--- config.mk ---
export PLATFORM = sky130hd
export DESIGN_NAME = audio_out_fifo_flat
export DESIGN_NICKNAME = d
export VERILOG_FILES = /design/src/rtl/audio_out_fifo_if.sv /design/src/rtl/audio_out_fifo.sv /design/src/flat_wrapper.sv
export SDC_FILE = /design/constraint.sdc
export NUM_CORES = 1
export LEC_CHECK = 0
export ABC_AREA = 0
export CAP_MARGIN = 20
export CORE_ASPECT_RATIO = 0.7
export CORE_UTILIZATION = 30
export DETAILED_ROUTE_END_ITERATION = 6
export PLACE_DENSITY_LB_ADDON = 0.08
export SYNTH_ARGS = -nofsm -noshare
export SYNTH_HDL_FRONTEND = slang
export SYNTH_SLANG_ARGS = --single-unit
--- constraint.sdc ---
create_clock -name in_clk -period 5.4 [get_ports in_clk]
set_input_delay 1.08 -clock in_clk [delete_from_list [all_inputs] [get_ports in_clk]]
set_output_delay 1.08 -clock in_clk [all_outputs]
set_load 0.005 [all_outputs]
--- src/rtl/audio_out_fifo_if.sv ---
// rtl/audio_out_fifo_if.sv - decoder write channel and sender sample channel of the audio output buffer
interface audio_out_fifo_if;
  logic        wr_valid;
  logic [31:0] wr_data;
  logic        wr_ready;
  logic        out_valid;
  logic [31:0] out_data;

  modport master (
    output wr_valid, wr_data,
    input  wr_ready, out_valid, out_data
  );

  modport slave (
    input  wr_valid, wr_data,
    output wr_ready, out_valid, out_data
  );
endinterface

--- src/rtl/audio_out_fifo.sv ---
// rtl/audio_out_fifo.sv - stereo sample FIFO feeding the I2S sender with prime/run/drain control
module audio_out_fifo #(
  parameter int DEPTH       = 16,
  parameter int START_LEVEL = 8,
  parameter int LOW_WATER   = 4
) (
  input  logic                     in_clk,
  input  logic                     rst_n,
  audio_out_fifo_if.slave          bus,
  input  logic                     audio_start,
  input  logic                     audio_end,
  input  logic                     audio_req_tick,
  input  logic                     underrun_clr,
  output logic                     dma_req,
  output logic                     underrun,
  output logic [$clog2(DEPTH):0]   level,
  output logic                     busy
);
  localparam int AW = $clog2(DEPTH);
  localparam int LW = AW + 1;

  localparam logic [1:0] IDLE  = 2'd0;
  localparam logic [1:0] PRIME = 2'd1;
  localparam logic [1:0] RUN   = 2'd2;
  localparam logic [1:0] DRAIN = 2'd3;

  logic [1:0]    state_q, state_d;
  logic [LW-1:0] wr_ptr_q, wr_ptr_d;
  logic [LW-1:0] rd_ptr_q, rd_ptr_d;
  logic [LW-1:0] level_q, level_d;
  logic          out_valid_q, out_valid_d;
  logic [31:0]   out_data_q, out_data_d;
  logic          underrun_q, underrun_d;
  logic [31:0]   mem_q [DEPTH];

  logic full, empty, wr_ready_c, dma_req_c;
  logic push, pop, silence;

  always_comb begin
    full       = (level_q == LW'(DEPTH));
    empty      = (level_q == '0);
    wr_ready_c = 1'b0;
    dma_req_c  = 1'b0;
    case (state_q)
      PRIME: begin
        wr_ready_c = !full;
        dma_req_c  = !full;
      end
      RUN: begin
        wr_ready_c = !full;
        dma_req_c  = (level_q <= LW'(LOW_WATER));
      end
      default: ;
    endcase

    // A start flushes the FIFO, so a word offered in that cycle is dropped.
    push    = bus.wr_valid && wr_ready_c && !audio_start;
    pop     = audio_req_tick && !empty && (state_q == RUN || state_q == DRAIN);
    silence = audio_req_tick && empty && (state_q == RUN);

    state_d = state_q;
    if (audio_start) begin
      state_d = PRIME;
    end else begin
      case (state_q)
        PRIME: begin
          if (audio_end)                          state_d = DRAIN;
          else if (level_q >= LW'(START_LEVEL))   state_d = RUN;
        end
        RUN:     if (audio_end) state_d = DRAIN;
        DRAIN:   if (empty)     state_d = IDLE;
        default: ;
      endcase
    end

    wr_ptr_d = wr_ptr_q + LW'(push);
    rd_ptr_d = rd_ptr_q + LW'(pop);
    level_d  = level_q + LW'(push) - LW'(pop);
    if (audio_start) begin
      wr_ptr_d = '0;
      rd_ptr_d = '0;
      level_d  = '0;
    end

    out_valid_d = pop || silence;
    out_data_d  = pop ? mem_q[rd_ptr_q[AW-1:0]] : 32'd0;

    // Setting wins over a same-cycle clear so no underrun event is lost.
    underrun_d = silence ? 1'b1 : (underrun_clr ? 1'b0 : underrun_q);
  end

  always_ff @(posedge in_clk or negedge rst_n) begin
    if (!rst_n) begin
      state_q     <= IDLE;
      wr_ptr_q    <= '0;
      rd_ptr_q    <= '0;
      level_q     <= '0;
      out_valid_q <= 1'b0;
      out_data_q  <= 32'd0;
      underrun_q  <= 1'b0;
    end else begin
      state_q     <= state_d;
      wr_ptr_q    <= wr_ptr_d;
      rd_ptr_q    <= rd_ptr_d;
      level_q     <= level_d;
      out_valid_q <= out_valid_d;
      out_data_q  <= out_data_d;
      underrun_q  <= underrun_d;
    end
  end

  always_ff @(posedge in_clk) begin
    if (push) mem_q[wr_ptr_q[AW-1:0]] <= bus.wr_data;
  end

  assign bus.wr_ready  = wr_ready_c;
  assign bus.out_valid = out_valid_q;
  assign bus.out_data  = out_data_q;
  assign dma_req       = dma_req_c;
  assign underrun      = underrun_q;
  assign level         = level_q;
  assign busy          = (state_q != IDLE);
endmodule

--- src/flat_wrapper.sv ---
// flat-port wrapper written by rule: the top's interface ports become plain ports
module audio_out_fifo_flat 
#(
  parameter int DEPTH       = 16,
  parameter int START_LEVEL = 8,
  parameter int LOW_WATER   = 4
)
  (in_clk, rst_n, audio_start, audio_end, audio_req_tick, underrun_clr, dma_req, underrun, level, busy, bus_wr_valid, bus_wr_data, bus_wr_ready, bus_out_valid, bus_out_data);
  audio_out_fifo_if bus_i ();
  input  logic in_clk;
  input  logic rst_n;
  input  logic audio_start;
  input  logic audio_end;
  input  logic audio_req_tick;
  input  logic underrun_clr;
  output logic dma_req;
  output logic underrun;
  output logic [$clog2(DEPTH):0] level;
  output logic busy;
  input wire logic [$bits(bus_i.wr_valid)-1:0] bus_wr_valid;
  input wire logic [$bits(bus_i.wr_data)-1:0] bus_wr_data;
  output wire logic [$bits(bus_i.wr_ready)-1:0] bus_wr_ready;
  output wire logic [$bits(bus_i.out_valid)-1:0] bus_out_valid;
  output wire logic [$bits(bus_i.out_data)-1:0] bus_out_data;
  assign bus_i.wr_valid = bus_wr_valid;
  assign bus_i.wr_data = bus_wr_data;
  assign bus_wr_ready = bus_i.wr_ready;
  assign bus_out_valid = bus_i.out_valid;
  assign bus_out_data = bus_i.out_data;
  audio_out_fifo #(.DEPTH(DEPTH), .START_LEVEL(START_LEVEL), .LOW_WATER(LOW_WATER)) u_core (.in_clk(in_clk), .rst_n(rst_n), .bus(bus_i), .audio_start(audio_start), .audio_end(audio_end), .audio_req_tick(audio_req_tick), .underrun_clr(underrun_clr), .dma_req(dma_req), .underrun(underrun), .level(level), .busy(busy));
endmodule
==> key figures, run 1 <==
Timing
  • Final worst-path cycle share: 0.671
  • Final Max Slew Viols: 0
  • RSZ-0062 raised after global routing: no
  • TNS Setup: 0 ns
  • Measured slew at the worst slew-check pin: 1.11 ns
  • Hold Fails Final Rpt: 0
  • Final setup vio count: 0
  • Clock Skews: 0.0221 ns
  • Fmax: 0.276 GHz
  • Max_slew headroom: 0.258
  • Final min period: 3.63 ns

Power and ir drop
  • Pleak: 0.00787 uW
  • VDD IR-drop max: 0.206 mV
  • Internal power: 7760 uW
  • Gate power share: 0.117
  • Sequential Power Share: 0.495
  • Net Sw Frac: 0.235
  • Pwr Density: 404 nW/um^2
  • Switching power: approximately 2400 uW
  • Clock share of power: 0.388
  • Post-layout power: 10100 uW

Setup path
  • Critical Path Fanout Max: 18
  • Critical Path End Type: flip-flop
  • Worst path depth: 5
  • Setup crit start kind: input port
  • CP Class: input port to flip-flop
  • Slowest cell delay on critical path: 0.78 ns
  • Critical Path Sink: u_core.mem_q[4][11]
  • CP top delay family: simple AND/OR/NAND/NOR gates
  • Worst Path Buf+Inv: 2
  • CP required: 5.67 ns
  • CP Launch Point: audio_start
  • CP Cell Sequence: clkdlybuf4s50_1 > and4bb_2 > or3b_1 > nor2_4 > buf_4
  • R2R Setup Slk: 2.29 ns
  • Arr. time, crit path: 3.90 ns
  • Critical R2R Launch: u_core.level[2]
  • R2r worst-path depth: 7
  • RR Endpoint: u_core.mem_q[4][11]
  • Worst path slowest cell: clkdlybuf4s50_1

Clock network
  • H-tree depth: 2
  • Cts bufs inserted: between 50 and 60
  • Hold buffers post-CTS: 0
  • CTS max path bufs: 3
  • Clk root buf: clkbuf_16
  • Skew-Pair Late Insertion Delay: 0.61 ns
  • Setup Buffers After CTS: 0
  • Clk slew on worst S/H paths: 0.06 ns
  • Post-CTS Resized: 0
  • CTS tree: built
  • CTS Sinks: 561

Global route
  • Pin count of the biggest net entering global routing: 57
  • First-pass GRT wire length: 81700 microns
  • Grt ovf: 0
  • Total Routing Usage GR: 0.163
  • Vias in the first global route: between 10000 and 15000
  • Initial antenna violation count: 6

Logic synthesis
  • Library cells used by synthesis: 43
  • Largest family of logic cells by synthesized area: multiplexers
  • Post-Synth XOR/XNOR Area: 0.00290
  • Compound-Gate Fraction of Synth Area: 0.0320
  • Area contributors post-synth: edfxtp_1 (73%), mux4_2 (14%), dfrtp_1 (5.8%)
  • YS warnings: 0
  • Dominant synthesized flop cell: edfxtp_1
  • Syn_nets: around 1000
  • Synth area leader: edfxtp_1
  • Synth Instances: between 900 and 1000
  • Post-synth EDFFs: just over 500
  • Post-synthesis mux area share: 0.139
  • Asr flop ratio synth: 0.0873
  • Post-Synth Simple-Gate Area: 0.0175
  • Sequential element share of the synthesized area: 0.784
  • Post-synth design cell area: 21200 sq um
  • Yosys reg bits: 561
  • Post-synth top area share: 0.726
  • Post-Synth Adder-Cell Area: 0.0104
  • Avg Inst Size Synth: roughly 23 sq um

Floorplanning
  • Site Rows: 81
  • Core outline area: 69800 sq um
  • I/O pins: 81
  • Die ar.: 71700 sq um
  • Die height: 224 microns
  • Die outline width: 320 microns
  • Initial Util: 0.303

Routing
  • # DRC: 0
  • Vias per inst: 4.93
  • Wire per inst: 28.6 microns
  • Routed WL: 57500 microns
  • Detail Route Antenna Nets: 0
  • Initial DRC count: about 870
  • TritonRoute pass-1 iters: 5
  • Via count: 9902

Run
  • MaxCap Viol Count: 0

Finish
  • Most common cell after layout, fill and taps aside: edfxtp_1
  • Post-Route Utilization: 0.360
  • Area grow syn2layout: 18.7%
  • Fill cells: 6357
  • Nets: 1103
  • Most frequent cells in the layout: edfxtp_1 (512), mux4_2 (128), clkdlybuf4s50_1 (79), clkbuf_16 (57), dfrtp_1 (46)
  • Share of cells above drive strength 1: 0.245

Place
  • Port bufs: 80
  • GP Congestion: 0.744
  • DP HPWL: around 36000 microns

Worst hold path
  • Hold crit path type: input port to async pin

Run status
  • Outcome: finished, final reports clean
==> Yosys cell counts (2+ instances only) <==
cell / count
edfxtp_1: 512
mux4_2: 128
dfrtp_1: 49
a22o_1: 30
a221o_1: 29
nor2_1: 25
buf_2: 20
clkbuf_1: 16
ha_1: 16
inv_1: 13
nor2b_1: 8
nor3_1: 8
a211oi_1: 7
buf_6: 6
nand2_1: 6
xnor2_1: 5
a21oi_1: 4
mux2i_1: 4
buf_1: 3
nand2b_1: 3
nand3_1: 3
buf_4: 2
nand3b_1: 2
nor4b_1: 2
o21ai_0: 2
or3_1: 2
xor2_1: 2
==> worst min-delay path by stage <==
stage	cells past startpoint	startpoint	slack (ns)	to
after floorplan	2	u_core.underrun	0.52	u_core.underrun
after global placement	2	u_core.underrun	0.51	u_core.underrun
after detailed placement	2	u_core.underrun	0.56	u_core.underrun
after CTS	2	u_core.underrun	0.57	u_core.underrun
after global routing	2	u_core.underrun	0.58	u_core.underrun
final	1	rst_n	0.56	u_core.bus.out_data[28]
==> layer usage <==
| metal | track usage | wire length [microns] | vias to the layer above |
|---|---|---|---|
| li1 | - | - | 4152 |
| met3 | 0.0267 | 2750 | 70 |
| met1 | 0.268 | 30300 | 5440 |
| met5 | 0 | 0 | - |
| met4 | 0.0423 | 1020 | 0 |
| met2 | 0.217 | 23500 | 240 |
==> worst register-to-register path, cell delays in order (launching register included) <==
cell and delay, ns:
dfrtp_1 0.40, inv_1 0.10, ha_1 0.23, nor4bb_1 0.15, and4bb_2 0.42, or3b_1 0.53
nor2_4 0.55, buf_4 0.39
==> kinds of logic (layout without fill, tap and decap cells) <==
logic type               Yosys count  after routing
AO/OA/AOI/OAI                     77             77
XOR/XNOR                           7              7
adder cells (fa/ha/maj)           17             17
buffers and inverters             61            230
flip-flops                       561            561
multiplexers                     133            133
other                              0              3
AND/OR/NAND/NOR                   67             67
==> per-stage QoR <==
| step | area (sq um) | setup slack [ns] | std cells | hold slack, ns |
|---|---|---|---|---|
| after detailed placement | 23300 | 1.08 | 1902 | 0.560 |
| after global routing | 25100 | 1.63 | 2006 | 0.579 |
| final | 25100 | 1.77 | 2008 | 0.561 |
| after CTS | 25100 | 1.73 | 2005 | 0.570 |
| after global placement | 23300 | 1.12 | 1902 | 0.509 |
| after floorplan | 21200 | 0.709 | 923 | 0.517 |
==> sequential cells by signal, summed over array words and instances (netlist names) <==
signal and cells:
u_core.bus.out_data 32, u_core.state_q 2, u_core.level 5, u_core.bus.out_valid 1, u_core.rd_ptr_q 4, u_core.wr_ptr_q 4
u_core.mem_q 512, u_core.underrun 1
==> cell type report <==
type	count	area [sq um]	area share
diodes	3	7.51	0.000299
multi-input cells	301	4400	0.175
clock buffers	65	1460	0.0580
repair buffers	114	1090	0.0434
flip-flops and latches	561	16600	0.661
inverters	13	48.8	0.00194
clock inverters	38	372	0.0148
well taps	913	1140	0.0455
==> power by group through the flow <==
stage / sequential [uW] / clock [uW] / combinational (uW)
2_1_floorplan: 5030 / 0 / 695
3_3_place_gp: 5120 / 0 / 1220
3_5_place_dp: 5120 / 0 / 1210
4_1_cts: 5030 / 4070 / 1210
5_1_grt: 5040 / 4210 / 1290
6_report: 5020 / 3940 / 1190
(Power assumes the default switching activity.)
==> run 2: changes to the inputs <==
==> constraint.sdc (replaced) <==
create_clock -name in_clk -period 3.4 [get_ports in_clk]
set_input_delay 0.68 -clock in_clk [delete_from_list [all_inputs] [get_ports in_clk]]
set_output_delay 0.68 -clock in_clk [all_outputs]
set_load 0.005 [all_outputs]
==> run 2 against run 1 <==
  * The run now ends with design-rule violations left
  * Routed wire length down 10%
  * Sequential share of layout area down 0.96 points
  * Count of clock-buffer cells in the layout up 5
==> key figures, run 2 (synthesized netlist as in run 1, its figures left out) <==
Finish
  • Max reg flops: 512 (unchanged)
  • Most common cell after layout, fill and taps aside: edfxtp_1 (unchanged)
  • Storage cell area: 16600 sq um (unchanged)
  • Share of cells above drive strength 1: 0.267 (was 0.245)
  • Multi-input combinational cell area: 4420 sq um (was 4400 sq um)
  • Nets: 1120 (was 1103)
  • N_diodes: 0 (was 3)
  • Final instance area: 25500 sq um (was 25100 sq um)
  • Fill cells: 6344 (was 6357)
  • Area grow syn2layout: 20.4% (was 18.7%)
  • Most frequent cells in the layout: edfxtp_1 (512), mux4_2 (128), clkdlybuf4s50_1 (79), clkbuf_16 (58), dfrtp_1 (46) (was edfxtp_1 (512), mux4_2 (128), clkdlybuf4s50_1 (79), clkbuf_16 (57), dfrtp_1 (46))

Clock network
  • Cts bufs inserted: 57 (was 56)
  • Clk root buf: clkbuf_16 (unchanged)
  • Clk slew on worst S/H paths: 0.06 ns (about the same)
  • CTS Sinks: 561 (unchanged)
  • Hold buffers post-CTS: 0 (unchanged)
  • H-tree depth: 2 (unchanged)
  • CTS max path bufs: 3 (unchanged)
  • Post-CTS Resized: 0 (unchanged)
  • Skew-Pair Late Insertion Delay: 0.63 ns (was 0.61 ns)
  • Setup Buffers After CTS: 0 (unchanged)
  • CTS tree: built (unchanged)

Routing
  • Vias per inst: 4.86 (was 4.93)
  • # DRC: 2 (was 0)
  • Detail Route Antenna Nets: 0 (unchanged)
  • TritonRoute pass-1 iters: 7 (was 5)
  • Via count: 9839 (was 9902)
  • Wire per inst: 25.6 microns (was 28.6 microns)
  • Routed WL: 51800 microns (was 57500 microns)
  • Initial DRC count: 785 (was 872)

Timing
  • Final min period: 3.15 ns
  • Hold Fails Final Rpt: 0 (unchanged)
  • Fmax: 0.317 GHz
  • RSZ-0062 raised after global routing: no (unchanged)
  • PnR worst setup slack: 0.247 ns (was 1.77 ns)
  • Clock Skews: 0.0313 ns (was 0.0221 ns)
  • Max_slew headroom: 0.393 (was 0.258)
  • Final setup vio count: 0 (unchanged)
  • Final Max Slew Viols: 0 (unchanged)
  • Final worst-path cycle share: 0.927
  • Measured slew at the worst slew-check pin: 0.911 ns (was 1.11 ns)

Place
  • Pre-CTS setup slack: 0.291 ns (was 1.08 ns)
  • DP HPWL: 29300 microns (was 36200 microns)
  • Port bufs: 80 (unchanged)
  • GP Congestion: 0.691 (was 0.744)
  • Placed Area: 23700 sq um (was 23300 sq um)

Setup path
  • Setup crit start kind: flip-flop (was input port)
  • Critical Path End Type: primary output (was flip-flop)
  • Worst Path Buf+Inv: 2 (unchanged)
  • R2r worst-path depth: 12 (was 7)
  • Arr. time, crit path: 2.47 ns (was 3.90 ns)
  • CP top delay family: buffers and inverters (was simple AND/OR/NAND/NOR gates)
  • CP Class: flip-flop to primary output (was input port to flip-flop)
  • RR Endpoint: u_core.level[4] (was u_core.mem_q[4][11])
  • Slowest cell delay on critical path: 0.44 ns (was 0.78 ns)
  • CP Cell Sequence: inv_1 > ha_1 > nor4bb_1 > nor2b_1 > a32o_1 > clkdlybuf4s50_1 (was clkdlybuf4s50_1 > and4bb_2 > or3b_1 > nor2_4 > buf_4)
  • CP Launch Point: u_core.level[2] (was audio_start)
  • Critical R2R Launch: u_core.state_q[0] (was u_core.level[2])
  • CP required: 2.72 ns (was 5.67 ns)
  • Critical Path Fanout Max: 4 (was 18)
  • R2R Setup Slk: 0.57 ns (was 2.29 ns)
  • Worst path slowest cell: clkdlybuf4s50_1 (unchanged)

Global route
  • Total Routing Usage GR: 0.148 (was 0.163)
  • First-pass GRT wire length: 76800 microns (was 81700 microns)
  • Vias in the first global route: 10500 (was 10300)
  • Initial antenna violation count: 2 (was 6)
  • Pin count of the biggest net entering global routing: 50 (was 57)
  • Grt ovf: 0 (unchanged)

Floorplanning
  • Site Rows: 81 (unchanged)
  • I/O pins: 81 (unchanged)
  • Die height: 224 microns (unchanged)
  • Initial Util: 0.303 (unchanged)
  • Core outline area: 69800 sq um (unchanged)
  • Die outline width: 320 microns (unchanged)
  • Die ar.: 71700 sq um (unchanged)

Worst hold path
  • Hold crit path type: input port to async pin (unchanged)

Run status
  • Failing checks: design-rule violations
  • Outcome: finished, violations left (was finished, final reports clean)

Run
  • MaxCap Viol Count: 0 (unchanged)

Power and ir drop
  • VDD IR-drop max: 0.364 mV (was 0.206 mV)
  • Pwr Density: 625 nW/um^2 (was 404 nW/um^2)
  • Pleak: 0.00799 uW (was 0.00787 uW)
-- run 2: cell types whose count changed in the layout (fill, tap and decap cells not counted), sizes merged --
cell,change
buf,+16
bufinv,-4
clkbuf,+5
clkinv,-1
clkinvlp,+3
diode,-3
inv,+2
-- run 2: per-stage QoR --
step	instances	hold slack, ns	utilization	TNS [ns]	total power [uW]
after global placement	1918	0.516	0.339	0	9970
after floorplan	923	0.384	-	-3.28	9100
after global routing	2026	0.237	0.365	0	16600
after CTS	2026	0.207	0.365	0	16200
final	2026	0.202	0.365	0	15900
after detailed placement	1918	0.526	0.339	0	9950
-- run 2: area by class of cell --
| cell class | instances | share of cell area |
|---|---|---|
| flip-flops and latches | 561 | 0.652 |
| multi-input cells | 301 | 0.173 |
| clock buffers | 70 | 0.0591 |
| repair buffers | 130 | 0.0563 |
| well taps | 913 | 0.0448 |
| clock inverters | 38 | 0.0129 |
| inverters | 13 | 0.00191 |
-- run 2: where the power goes --
part,switching [uW],internal (uW),leakage [uW]
clock network,2710,3470,0.000899
registers,169,7750,0.00527
logic,871,967,0.00182
-- run 2: worst max-delay path by stage --
| stage | slack (ns) | end | depth (start not counted) |
|---|---|---|---|
| 6_report | 0.25 | dma_req | 6 |
| 5_1_grt | 0.1 | dma_req | 6 |
| 4_1_cts | 0.21 | dma_req | 6 |
| 3_5_place_dp | 0.29 | u_core.level[4] | 11 |
| 2_1_floorplan | -0.03 | u_core.mem_q[12][0] | 4 |
| 3_3_place_gp | 0.32 | u_core.level[4] | 11 |
-- run 2: per-layer routing --
layer / vias up / GRT usage / wire [microns]
met5: - / 0 / 0
met4: 0 / 0.0337 / 785
met3: 58 / 0.0238 / 2000
met2: 195 / 0.219 / 23000
met1: 5389 / 0.228 / 26000
li1: 4197 / - / -
==> run 3: changes to the inputs <==
--- a/config.mk
+++ b/config.mk
@@ -8,6 +8,7 @@
 export ABC_AREA = 0
 export CAP_MARGIN = 20
 export CORE_ASPECT_RATIO = 0.7
+export CORE_MARGIN = 2
 export CORE_UTILIZATION = 30
 export DETAILED_ROUTE_END_ITERATION = 6
 export PLACE_DENSITY_LB_ADDON = 0.08
==> run 3 against run 2 <==
  * The flow now finishes without violations
  * First-iteration DRC count rose by 7.5%
  * Clock power decreased by 5.3%
  * Largest cell class unchanged
  * Global-route usage is 0.098 points higher
  * Critical endpoint unchanged
==> key figures, run 3 (synthesized netlist as in run 1, its figures left out) <==
Routing
  • TritonRoute pass-1 iters: 4 (was 7)
  • Initial DRC count: 844 (was 785)
  • Routed WL: 53200 microns (was 51800 microns)
  • # DRC: 0 (was 2)
  • Vias per inst: 4.86 (about the same)
  • Wire per inst: 26.3 microns (was 25.6 microns)
  • Via count: 9816 (was 9839)
  • Detail Route Antenna Nets: 0 (unchanged)

Timing
  • Final Max Slew Viols: 0 (unchanged)
  • Max_slew headroom: 0.413 (was 0.393)
  • Final worst-path cycle share: 0.942 (was 0.927)
  • Measured slew at the worst slew-check pin: 0.880 ns (was 0.911 ns)
  • Hold Fails Final Rpt: 0 (unchanged)
  • TNS Setup: 0 ns (unchanged)
  • Final min period: 3.20 ns (was 3.15 ns)
  • Fin Hold WS: 0.188 ns (was 0.202 ns)
  • Final setup vio count: 0 (unchanged)
  • Clock Skews: 0.0171 ns (was 0.0313 ns)
  • RSZ-0062 raised after global routing: no (unchanged)
  • Fmax: 0.312 GHz (was 0.317 GHz)

Global route
  • First-pass GRT wire length: 77200 microns (was 76800 microns)
  • Vias in the first global route: 10500 (about the same)
  • Pin count of the biggest net entering global routing: 50 (unchanged)
  • Grt ovf: 0 (unchanged)
  • Initial antenna violation count: 1 (was 2)
  • Total Routing Usage GR: 0.149 (was 0.148)

Place
  • Port bufs: 80 (unchanged)
  • DP HPWL: 30400 microns (was 29300 microns)
  • Placed Area: 23700 sq um (about the same)
  • GP Congestion: 0.691 (about the same)

Clock network
  • CTS max path bufs: 3 (unchanged)
  • Post-CTS Resized: 0 (unchanged)
  • Clk slew on worst S/H paths: 0.06 ns (about the same)
  • H-tree depth: 2 (unchanged)
  • Skew-Pair Late Insertion Delay: 0.61 ns (was 0.63 ns)
  • Cts bufs inserted: 56 (was 57)
  • CTS tree: built (unchanged)
  • CTS Sinks: 561 (unchanged)
  • Clk root buf: clkbuf_16 (unchanged)
  • Hold buffers post-CTS: 0 (unchanged)
  • Setup Buffers After CTS: 0 (unchanged)

Power and ir drop
  • Pleak: 0.00794 uW (was 0.00799 uW)
  • Pwr Density: 616 nW/um^2 (was 625 nW/um^2)
  • Gate power share: 0.119 (was 0.115)
  • Net Sw Frac: 0.232 (was 0.235)
  • Switching power: 3630 uW (was 3750 uW)
  • Sequential Power Share: 0.507 (was 0.497)
  • Internal power: 12000 uW (was 12200 uW)
  • Post-layout power: 15600 uW (was 15900 uW)
  • VDD IR-drop max: 0.336 mV (was 0.364 mV)
  • Clock share of power: 0.374 (was 0.388)

Floorplanning
  • Site Rows: 81 (unchanged)
  • Core outline area: 69800 sq um (unchanged)
  • Die height: 226 microns (was 224 microns)
  • Initial Util: 0.303 (unchanged)
  • I/O pins: 81 (unchanged)
  • Die ar.: 72800 sq um (was 71700 sq um)
  • Die outline width: 322 microns (was 320 microns)

Setup path
  • R2R Setup Slk: 0.64 ns (was 0.57 ns)
  • Slowest cell delay on critical path: 0.44 ns (about the same)
  • Worst path slowest cell: clkdlybuf4s50_1 (unchanged)
  • Setup crit start kind: flip-flop (unchanged)
  • CP top delay family: buffers and inverters (unchanged)
  • RR Endpoint: u_core.level[4] (unchanged)
  • Arr. time, crit path: 2.52 ns (was 2.47 ns)
  • Critical Path Fanout Max: 4 (unchanged)
  • CP Class: flip-flop to primary output (unchanged)
  • Critical R2R Launch: u_core.state_q[0] (unchanged)
  • CP Cell Sequence: inv_1 > ha_1 > nor4bb_1 > nor2b_1 > a32o_1 > clkdlybuf4s50_1 (unchanged)
  • Critical Path End Type: primary output (unchanged)
  • Worst Path Buf+Inv: 2 (unchanged)
  • CP Launch Point: u_core.level[3] (was u_core.level[2])
  • CP required: 2.72 ns (about the same)
  • R2r worst-path depth: 12 (unchanged)

Finish
  • Most common cell after layout, fill and taps aside: edfxtp_1 (unchanged)
  • N_diodes: 0 (unchanged)
  • Area grow syn2layout: 19.9% (was 20.4%)
  • Fill cells: 6362 (was 6344)
  • Final instance area: 25400 sq um (was 25500 sq um)
  • Share of cells above drive strength 1: 0.254 (was 0.267)
  • Most frequent cells in the layout: edfxtp_1 (512), mux4_2 (128), clkdlybuf4s50_1 (79), clkbuf_16 (57), dfrtp_1 (46) (was edfxtp_1 (512), mux4_2 (128), clkdlybuf4s50_1 (79), clkbuf_16 (58), dfrtp_1 (46))
  • Max reg flops: 512 (unchanged)
  • Nets: 1120 (unchanged)

Run
  • MaxCap Viol Count: 0 (unchanged)

Worst hold path
  • Hold crit path type: input port to async pin (unchanged)

Run status
  • Outcome: finished, final reports clean (was finished, violations left)
-- run 3: cell types whose count changed in the layout (fill, tap and decap cells not counted), sizes merged --
cell      delta
buf          +1
bufinv       -3
clkbuf      +15
clkinv      -12
clkinvlp     -5
inv          -1
-- run 3: worst max-delay path by stage --
stage,to,depth (start not counted)
finish,dma_req,6
global route,dma_req,6
CTS,dma_req,6
detailed placement,u_core.level[4],11
global placement,u_core.level[4],11
floorplan,u_core.mem_q[12][0],4
-- run 3: metrics by stage --
| stage | std cells | utilization | setup slack [ns] |
|---|---|---|---|
| after floorplan | 923 | - | -0.0342 |
| after global placement | 1919 | 0.339 | 0.315 |
| after global routing | 2021 | 0.363 | 0.00272 |
| after CTS | 2021 | 0.363 | 0.149 |
| final | 2021 | 0.363 | 0.196 |
| after detailed placement | 1919 | 0.339 | 0.333 |
-- run 3: routing by layer --
metal | track usage | wire length, microns
met3 | 0.0255 | 2090
met4 | 0.0390 | 987
met2 | 0.226 | 23900
met1 | 0.222 | 26200
met5 | 0 | 13
-- run 3: power groups by stage --
stage               Clock [uW]  Sequential, uW  Combinational (uW)
floorplan                    0            7990                1110
global placement             0            8080                1920
detailed placement           0            8080                1900
CTS                       6050            7940                1910
global route              6320            7960                2050
finish                    5850            7930                1870
-- run 3: final cells by class --
type / count / area, sq um / area share
sequential: 561 / 16600 / 0.655
timing repair buffer: 131 / 1460 / 0.0574
clock buffer: 85 / 1590 / 0.0627
clock inverter: 17 / 105 / 0.00414
multi-input combinational: 301 / 4420 / 0.174
tap: 913 / 1140 / 0.0450
inverter: 13 / 48.8 / 0.00192
